### src/rtl/multicycle_controller_if.sv
// Control bundle between the multicycle datapath and its controller:
// instruction fields and the ALU zero flag in, datapath control strobes out.
interface multicycle_controller_if;
  logic [6:0] op;
  logic [2:0] funct3;
  logic       funct7b5;
  logic       zero;
  logic       pc_write;
  logic       adr_src;
  logic       mem_write;
  logic       ir_write;
  logic       reg_write;
  logic       illegal_op;
  logic [1:0] result_src;
  logic [1:0] alu_src_a;
  logic [1:0] alu_src_b;
  logic [1:0] imm_src;
  logic [2:0] alu_control;
  logic [3:0] state;

  modport master (
    output op, funct3, funct7b5, zero,
    input  pc_write, adr_src, mem_write, ir_write, reg_write, illegal_op,
    input  result_src, alu_src_a, alu_src_b, imm_src, alu_control, state
  );

  modport slave (
    input  op, funct3, funct7b5, zero,
    output pc_write, adr_src, mem_write, ir_write, reg_write, illegal_op,
    output result_src, alu_src_a, alu_src_b, imm_src, alu_control, state
  );
endinterface

### src/rtl/multicycle_controller.sv
// Moore FSM controller for a multicycle RV32I subset (lw, sw, R/I-type ALU, beq, jal).
// State-derived strobes are registered alongside the state; input-dependent decodes are combinational.
module multicycle_controller (
  input  logic                         clk,
  input  logic                         reset,
  multicycle_controller_if.slave       bus
);

  typedef enum logic [3:0] {
    S_FETCH    = 4'd0,
    S_DECODE   = 4'd1,
    S_MEMADR   = 4'd2,
    S_MEMREAD  = 4'd3,
    S_MEMWB    = 4'd4,
    S_MEMWRITE = 4'd5,
    S_EXECUTER = 4'd6,
    S_EXECUTEI = 4'd7,
    S_ALUWB    = 4'd8,
    S_BEQ      = 4'd9,
    S_JAL      = 4'd10
  } state_t;

  typedef struct packed {
    logic       pc_update;
    logic       branch;
    logic       adr_src;
    logic       mem_write;
    logic       ir_write;
    logic       reg_write;
    logic [1:0] result_src;
    logic [1:0] alu_src_a;
    logic [1:0] alu_src_b;
    logic [1:0] alu_op;
  } ctrl_t;

  localparam logic [6:0] OP_LOAD  = 7'b0000011;
  localparam logic [6:0] OP_STORE = 7'b0100011;
  localparam logic [6:0] OP_RTYPE = 7'b0110011;
  localparam logic [6:0] OP_ITYPE = 7'b0010011;
  localparam logic [6:0] OP_BEQ   = 7'b1100011;
  localparam logic [6:0] OP_JAL   = 7'b1101111;

  function automatic ctrl_t state_ctrl(input state_t s);
    ctrl_t c;
    c = '0;
    case (s)
      S_FETCH:    begin c.ir_write = 1'b1; c.alu_src_b = 2'b10; c.result_src = 2'b10; c.pc_update = 1'b1; end
      S_DECODE:   begin c.alu_src_a = 2'b01; c.alu_src_b = 2'b01; c.alu_op = 2'b00; end
      S_MEMADR:   begin c.alu_src_a = 2'b10; c.alu_src_b = 2'b01; c.alu_op = 2'b00; end
      S_MEMREAD:  begin c.adr_src = 1'b1; c.result_src = 2'b00; end
      S_MEMWB:    begin c.result_src = 2'b01; c.reg_write = 1'b1; end
      S_MEMWRITE: begin c.adr_src = 1'b1; c.mem_write = 1'b1; end
      S_EXECUTER: begin c.alu_src_a = 2'b10; c.alu_src_b = 2'b00; c.alu_op = 2'b10; end
      S_EXECUTEI: begin c.alu_src_a = 2'b10; c.alu_src_b = 2'b01; c.alu_op = 2'b10; end
      S_ALUWB:    begin c.result_src = 2'b00; c.reg_write = 1'b1; end
      S_BEQ:      begin c.alu_src_a = 2'b10; c.alu_src_b = 2'b00; c.alu_op = 2'b01; c.branch = 1'b1; end
      S_JAL:      begin c.alu_src_a = 2'b01; c.alu_src_b = 2'b10; c.alu_op = 2'b00; c.pc_update = 1'b1; end
      default:    c = '0;
    endcase
    return c;
  endfunction

  function automatic logic legal_op(input logic [6:0] o);
    case (o)
      OP_LOAD, OP_STORE, OP_RTYPE, OP_ITYPE, OP_BEQ, OP_JAL: return 1'b1;
      default: return 1'b0;
    endcase
  endfunction

  state_t     state_r;
  state_t     next_state_s;
  ctrl_t      ctrl_r;
  logic [2:0] alu_control_s;
  logic [1:0] imm_src_s;
  logic       illegal_op_s;

  // State register; strobes are precomputed from the next state so they leave a flop.
  always_ff @(posedge clk) begin
    if (reset) begin
      state_r <= S_FETCH;
      ctrl_r  <= state_ctrl(S_FETCH);
    end else begin
      state_r <= next_state_s;
      ctrl_r  <= state_ctrl(next_state_s);
    end
  end

  // Next-state logic; unused encodings fall back to FETCH.
  always_comb begin
    next_state_s = S_FETCH;
    case (state_r)
      S_FETCH:  next_state_s = S_DECODE;
      S_DECODE: begin
        case (bus.op)
          OP_LOAD, OP_STORE: next_state_s = S_MEMADR;
          OP_RTYPE:          next_state_s = S_EXECUTER;
          OP_ITYPE:          next_state_s = S_EXECUTEI;
          OP_BEQ:            next_state_s = S_BEQ;
          OP_JAL:            next_state_s = S_JAL;
          default:           next_state_s = S_FETCH;
        endcase
      end
      S_MEMADR: begin
        if (bus.op[5]) next_state_s = S_MEMWRITE;
        else           next_state_s = S_MEMREAD;
      end
      S_MEMREAD:  next_state_s = S_MEMWB;
      S_EXECUTER: next_state_s = S_ALUWB;
      S_EXECUTEI: next_state_s = S_ALUWB;
      S_JAL:      next_state_s = S_ALUWB;
      default:    next_state_s = S_FETCH;
    endcase
  end

  // ALU function select; sub only for R-type with funct7[5] set (I-type addi has no subi).
  always_comb begin
    alu_control_s = 3'b000;
    case (ctrl_r.alu_op)
      2'b00: alu_control_s = 3'b000;
      2'b01: alu_control_s = 3'b001;
      2'b10: begin
        case (bus.funct3)
          3'b000: begin
            if (bus.op[5] && bus.funct7b5) alu_control_s = 3'b001;
            else                           alu_control_s = 3'b000;
          end
          3'b010:  alu_control_s = 3'b101;
          3'b110:  alu_control_s = 3'b011;
          3'b111:  alu_control_s = 3'b010;
          default: alu_control_s = 3'b000;
        endcase
      end
      default: alu_control_s = 3'b000;
    endcase
  end

  // Immediate format select and illegal-opcode flag.
  always_comb begin
    imm_src_s = 2'b00;
    case (bus.op)
      OP_STORE: imm_src_s = 2'b01;
      OP_BEQ:   imm_src_s = 2'b10;
      OP_JAL:   imm_src_s = 2'b11;
      default:  imm_src_s = 2'b00;
    endcase
    if (state_r == S_DECODE) illegal_op_s = ~legal_op(bus.op);
    else                     illegal_op_s = 1'b0;
  end

  assign bus.pc_write    = ctrl_r.pc_update | (ctrl_r.branch & bus.zero);
  assign bus.adr_src     = ctrl_r.adr_src;
  assign bus.mem_write   = ctrl_r.mem_write;
  assign bus.ir_write    = ctrl_r.ir_write;
  assign bus.reg_write   = ctrl_r.reg_write;
  assign bus.illegal_op  = illegal_op_s;
  assign bus.result_src  = ctrl_r.result_src;
  assign bus.alu_src_a   = ctrl_r.alu_src_a;
  assign bus.alu_src_b   = ctrl_r.alu_src_b;
  assign bus.imm_src     = imm_src_s;
  assign bus.alu_control = alu_control_s;
  assign bus.state       = state_r;

endmodule

### src/flat_wrapper.sv
// flat-port wrapper written by rule: the top's interface ports become plain ports
module multicycle_controller_flat 
  (clk, reset, bus_op, bus_funct3, bus_funct7b5, bus_zero, bus_pc_write, bus_adr_src, bus_mem_write, bus_ir_write, bus_reg_write, bus_illegal_op, bus_result_src, bus_alu_src_a, bus_alu_src_b, bus_imm_src, bus_alu_control, bus_state);
  multicycle_controller_if bus_i ();
  input  logic clk;
  input  logic reset;
  input wire logic [$bits(bus_i.op)-1:0] bus_op;
  input wire logic [$bits(bus_i.funct3)-1:0] bus_funct3;
  input wire logic [$bits(bus_i.funct7b5)-1:0] bus_funct7b5;
  input wire logic [$bits(bus_i.zero)-1:0] bus_zero;
  output wire logic [$bits(bus_i.pc_write)-1:0] bus_pc_write;
  output wire logic [$bits(bus_i.adr_src)-1:0] bus_adr_src;
  output wire logic [$bits(bus_i.mem_write)-1:0] bus_mem_write;
  output wire logic [$bits(bus_i.ir_write)-1:0] bus_ir_write;
  output wire logic [$bits(bus_i.reg_write)-1:0] bus_reg_write;
  output wire logic [$bits(bus_i.illegal_op)-1:0] bus_illegal_op;
  output wire logic [$bits(bus_i.result_src)-1:0] bus_result_src;
  output wire logic [$bits(bus_i.alu_src_a)-1:0] bus_alu_src_a;
  output wire logic [$bits(bus_i.alu_src_b)-1:0] bus_alu_src_b;
  output wire logic [$bits(bus_i.imm_src)-1:0] bus_imm_src;
  output wire logic [$bits(bus_i.alu_control)-1:0] bus_alu_control;
  output wire logic [$bits(bus_i.state)-1:0] bus_state;
  assign bus_i.op = bus_op;
  assign bus_i.funct3 = bus_funct3;
  assign bus_i.funct7b5 = bus_funct7b5;
  assign bus_i.zero = bus_zero;
  assign bus_pc_write = bus_i.pc_write;
  assign bus_adr_src = bus_i.adr_src;
  assign bus_mem_write = bus_i.mem_write;
  assign bus_ir_write = bus_i.ir_write;
  assign bus_reg_write = bus_i.reg_write;
  assign bus_illegal_op = bus_i.illegal_op;
  assign bus_result_src = bus_i.result_src;
  assign bus_alu_src_a = bus_i.alu_src_a;
  assign bus_alu_src_b = bus_i.alu_src_b;
  assign bus_imm_src = bus_i.imm_src;
  assign bus_alu_control = bus_i.alu_control;
  assign bus_state = bus_i.state;
  multicycle_controller u_core (.clk(clk), .reset(reset), .bus(bus_i));
endmodule
### config.mk
export PLATFORM = sky130hd
export DESIGN_NAME = multicycle_controller_flat
export DESIGN_NICKNAME = d
export VERILOG_FILES = /design/src/rtl/multicycle_controller_if.sv /design/src/rtl/multicycle_controller.sv /design/src/flat_wrapper.sv
export SDC_FILE = /design/constraint.sdc
export NUM_CORES = 1
export LEC_CHECK = 0
export BUFFER_PORTS_ARGS = -buffer_cell sky130_fd_sc_hd__buf_2
export CORE_ASPECT_RATIO = 0.6
export CORE_MARGIN = 2
export CORE_UTILIZATION = 35
export CTS_CLUSTER_DIAMETER = 50
export DETAILED_ROUTE_END_ITERATION = 8
export PLACE_DENSITY_LB_ADDON = 0.1
export SLEW_MARGIN = 10
export SYNTH_ARGS = -nofsm -noshare
export SYNTH_HDL_FRONTEND = slang
export SYNTH_SLANG_ARGS = --single-unit
### constraint.sdc
create_clock -name clk -period 1.3 [get_ports clk]
set_input_delay 0.195 -clock clk [delete_from_list [all_inputs] [get_ports clk]]
set_output_delay 0.195 -clock clk [all_outputs]
set_load 0.05 [all_outputs]
==> metrics.txt <==
Core Rows=13; Top FF cell, synth=dfxtp_1; outcome=finished, violations left; Die H=42.1 um; input/output buffers=34; Critical Path Source Type=flip-flop; Pwr Density=813 nW/um2; Switching Fraction=29.1%; Fin Hold WS=0.309 ns; Core ar.=2230 um2; DR vias=924; initial DRC count=34; DRT Pass-1 Iters=4; final setup violation count=19; largest net degree at the start of global routing=11; CTS Buf Count=3; Final ANT Viol Nets=0; Worst Path Arrival=1.72 ns; CTS clk-pin slew, worst paths=0.06 ns; net switching power=0.000367 W; Setup TNS Final=-2.68 ns; clock tree buffer depth=2; area grow syn2layout=83.6%; type of the worst setup path=reg2reg; Max Freq=0.645 GHz; top-count cell post-synth=dfxtp_1; net count after synthesis=110; Int Pwr=0.000893 W; Wirelength per Cell=15.0 um; vias in the first global route=882; largest family of logic cells by synthesized area=simple AND/OR/NAND/NOR gates; final cell count without fillers=180; Synth Instances=94; Inst Count DP=173; Setup Skew=0.00399 ns; Leak=0.705 nW; I/O pin total=35; unrepaired setup endpoints after global routing=true; EDFF count, synth=0; multiplexer area fraction after synthesis=2.52%; die width=67.4 um; Max Fanout on Critical Path=6; failing checks=negative setup slack; initial antenna violation count=0; Max-slew headroom=76.6%; post-synthesis xor/xnor area fraction=1.04%; Worst-Skew Late Latency=0.25 ns; share of cells above drive strength 1=68.7%; # diodes=0; number of library cell types mapped by synthesis=40; Final Hold Vio Count=0; minimum clock period after layout=1.55 ns; dpl hpwl=1860 um; Flop pwr share=40.5%; combinational fraction of design power=24.7%; global-route wire length before repair=4110 um; DRC errors left=0; Area contributors post-synth=dfxtp_1, buf_4, nor3_1, nor2_1, ha_1; Final nets=167; part of the cycle the worst path needs=119%; top post-synthesis cells by count=dfxtp_1, nor2_1, nor3_1; Post-Route Utilization=69.6%; crit end category=flip-flop; maxcap violations=0; Final GP Congestion=0.779; Synth Warn #=0; asr flop ratio synth=0%; Avg Vias per Cell=5.13; post-synthesis compound-gate area fraction=17.3%; top cell type's share of synthesized area=37.9%; Starting Density=37.9%; CTS tree=done; Clock Tree Root=clkbuf_8; Synth Register Bits=16; Clock power frac=34.8%; CP Data Required Time=1.47 ns; Slew @ Worst Pin=0.351 ns; total power=0.00126 W; Detailed Route WL=2710 um; H-tree levels=1; min-delay worst type=in2reg; sequential fraction of the synthesis area=37.9%; Synth Area in Adders=2.96%; Post-Syn Area per Cell=8.98 um2; Final Max Slew Viols=0; overall global routing resource usage=20.0%; Post-Syn Area=845 um2; Post-CTS Hold Fix Bufs=0; die area=2830 um2; post-synth top area cell=dfxtp_1; Worst IR Drop VDD=0.322 mV; Worst Slack Setup Final=-0.249 ns; GRT overflow=0; Num Clock Sinks=16; Synth Area in Simple Gates=29.8%
==> per-stage QoR <==
stage	setup slack (ns)	instance area (um2)
after global placement	-0.220	1270
final	-0.249	1550
after detailed placement	-0.248	1270
after global routing	-0.344	1550
after CTS	-0.218	1470
after floorplan	-0.388	951
==> final timing paths <==
check,start,to,slack (ns),depth (start not counted)
setup / recovery,u_core.bus.state[3]$_SDFF_PP0_,u_core.ctrl_r[13]$_SDFF_PP1_,-0.25,5
hold / removal,reset,u_core.bus.state[3]$_SDFF_PP0_,0.31,2
setup reg to reg,u_core.bus.state[3]$_SDFF_PP0_,u_core.ctrl_r[13]$_SDFF_PP1_,-0.25,5
hold reg to reg,u_core.bus.state[1]$_SDFF_PP0_,u_core.bus.alu_src_b[0]$_SDFF_PP0_,0.58,3
==> sequential cells by signal (all words and copies together) (netlist names) <==
name                   flops
u_core.bus.result_src      2
u_core.bus.reg_write       1
u_core.bus.alu_src_a       2
u_core.bus.state           4
u_core.bus.alu_src_b       2
u_core.bus.adr_src         1
u_core.ctrl_r              3
u_core.bus.mem_write       1
==> final cells by class <==
type	count	area, um2
fill	162	678
inverter	6	22.5
multi-input combinational	65	662
tap	30	37.5
clock buffer	4	55.1
timing repair buffer	59	435
sequential	16	338
==> worst max-delay path, cell delays in order, from the launching register on <==
cell	delay, ns
dfxtp_4	0.39
or2b_1	0.24
mux2i_1	0.19
a22oi_2	0.15
or3b_1	0.39
o211ai_1	0.11
==> layer usage <==
layer  vias up  routed length, um  track usage (%)
met1       438               1220             26.2
li1        450                  -                -
met2        27               1290             30.1
met4         0                 70             8.57
met5         -                  0                0
met3         9                128             6.45
==> cells in the final DEF, fill, tap and decap left out, types with 2 or more instances in the layout <==
cell type	n
buf_4	21
nor3_4	5
o21ai_1	2
dfxtp_1	10
nand4_1	2
nor2_2	4
nor3_2	3
dfxtp_4	4
inv_1	5
nand2_1	4
a21o_1	2
buf_2	26
dfxtp_2	2
o211ai_1	2
buf_6	10
nor2_1	3
o21ai_0	2
clkbuf_8	4
nor2_4	2
==> what timing repair did <==
item                       in CTS  in global routing
setup endpoints to repair      18                 22
hold endpoints to repair        0                  0
buffers inserted                2                  1
resized for setup              34                 15
pin swaps                       6                  7
gates cloned                    0                  0
==> cells by family after synthesis <==
| group | Yosys count |
|---|---|
| and+or+nand+nor | 40 |
| xor gates and xnor gates | 1 |
| adders and majority gates | 2 |
| DFF | 16 |
| buffers and inverters | 13 |
| AOI/OAI and AO/OA | 20 |
| muxes | 2 |
==> power groups by stage <==
stage	sequential [W]	combinational (W)	clock, W
floorplan	0.000540	0.000150	0
global placement	0.000519	0.000256	0
detailed placement	0.000520	0.000260	0
CTS	0.000509	0.000292	0.000448
global route	0.000512	0.000328	0.000466
finish	0.000510	0.000312	0.000438
Power figures use the tool's default switching activity.
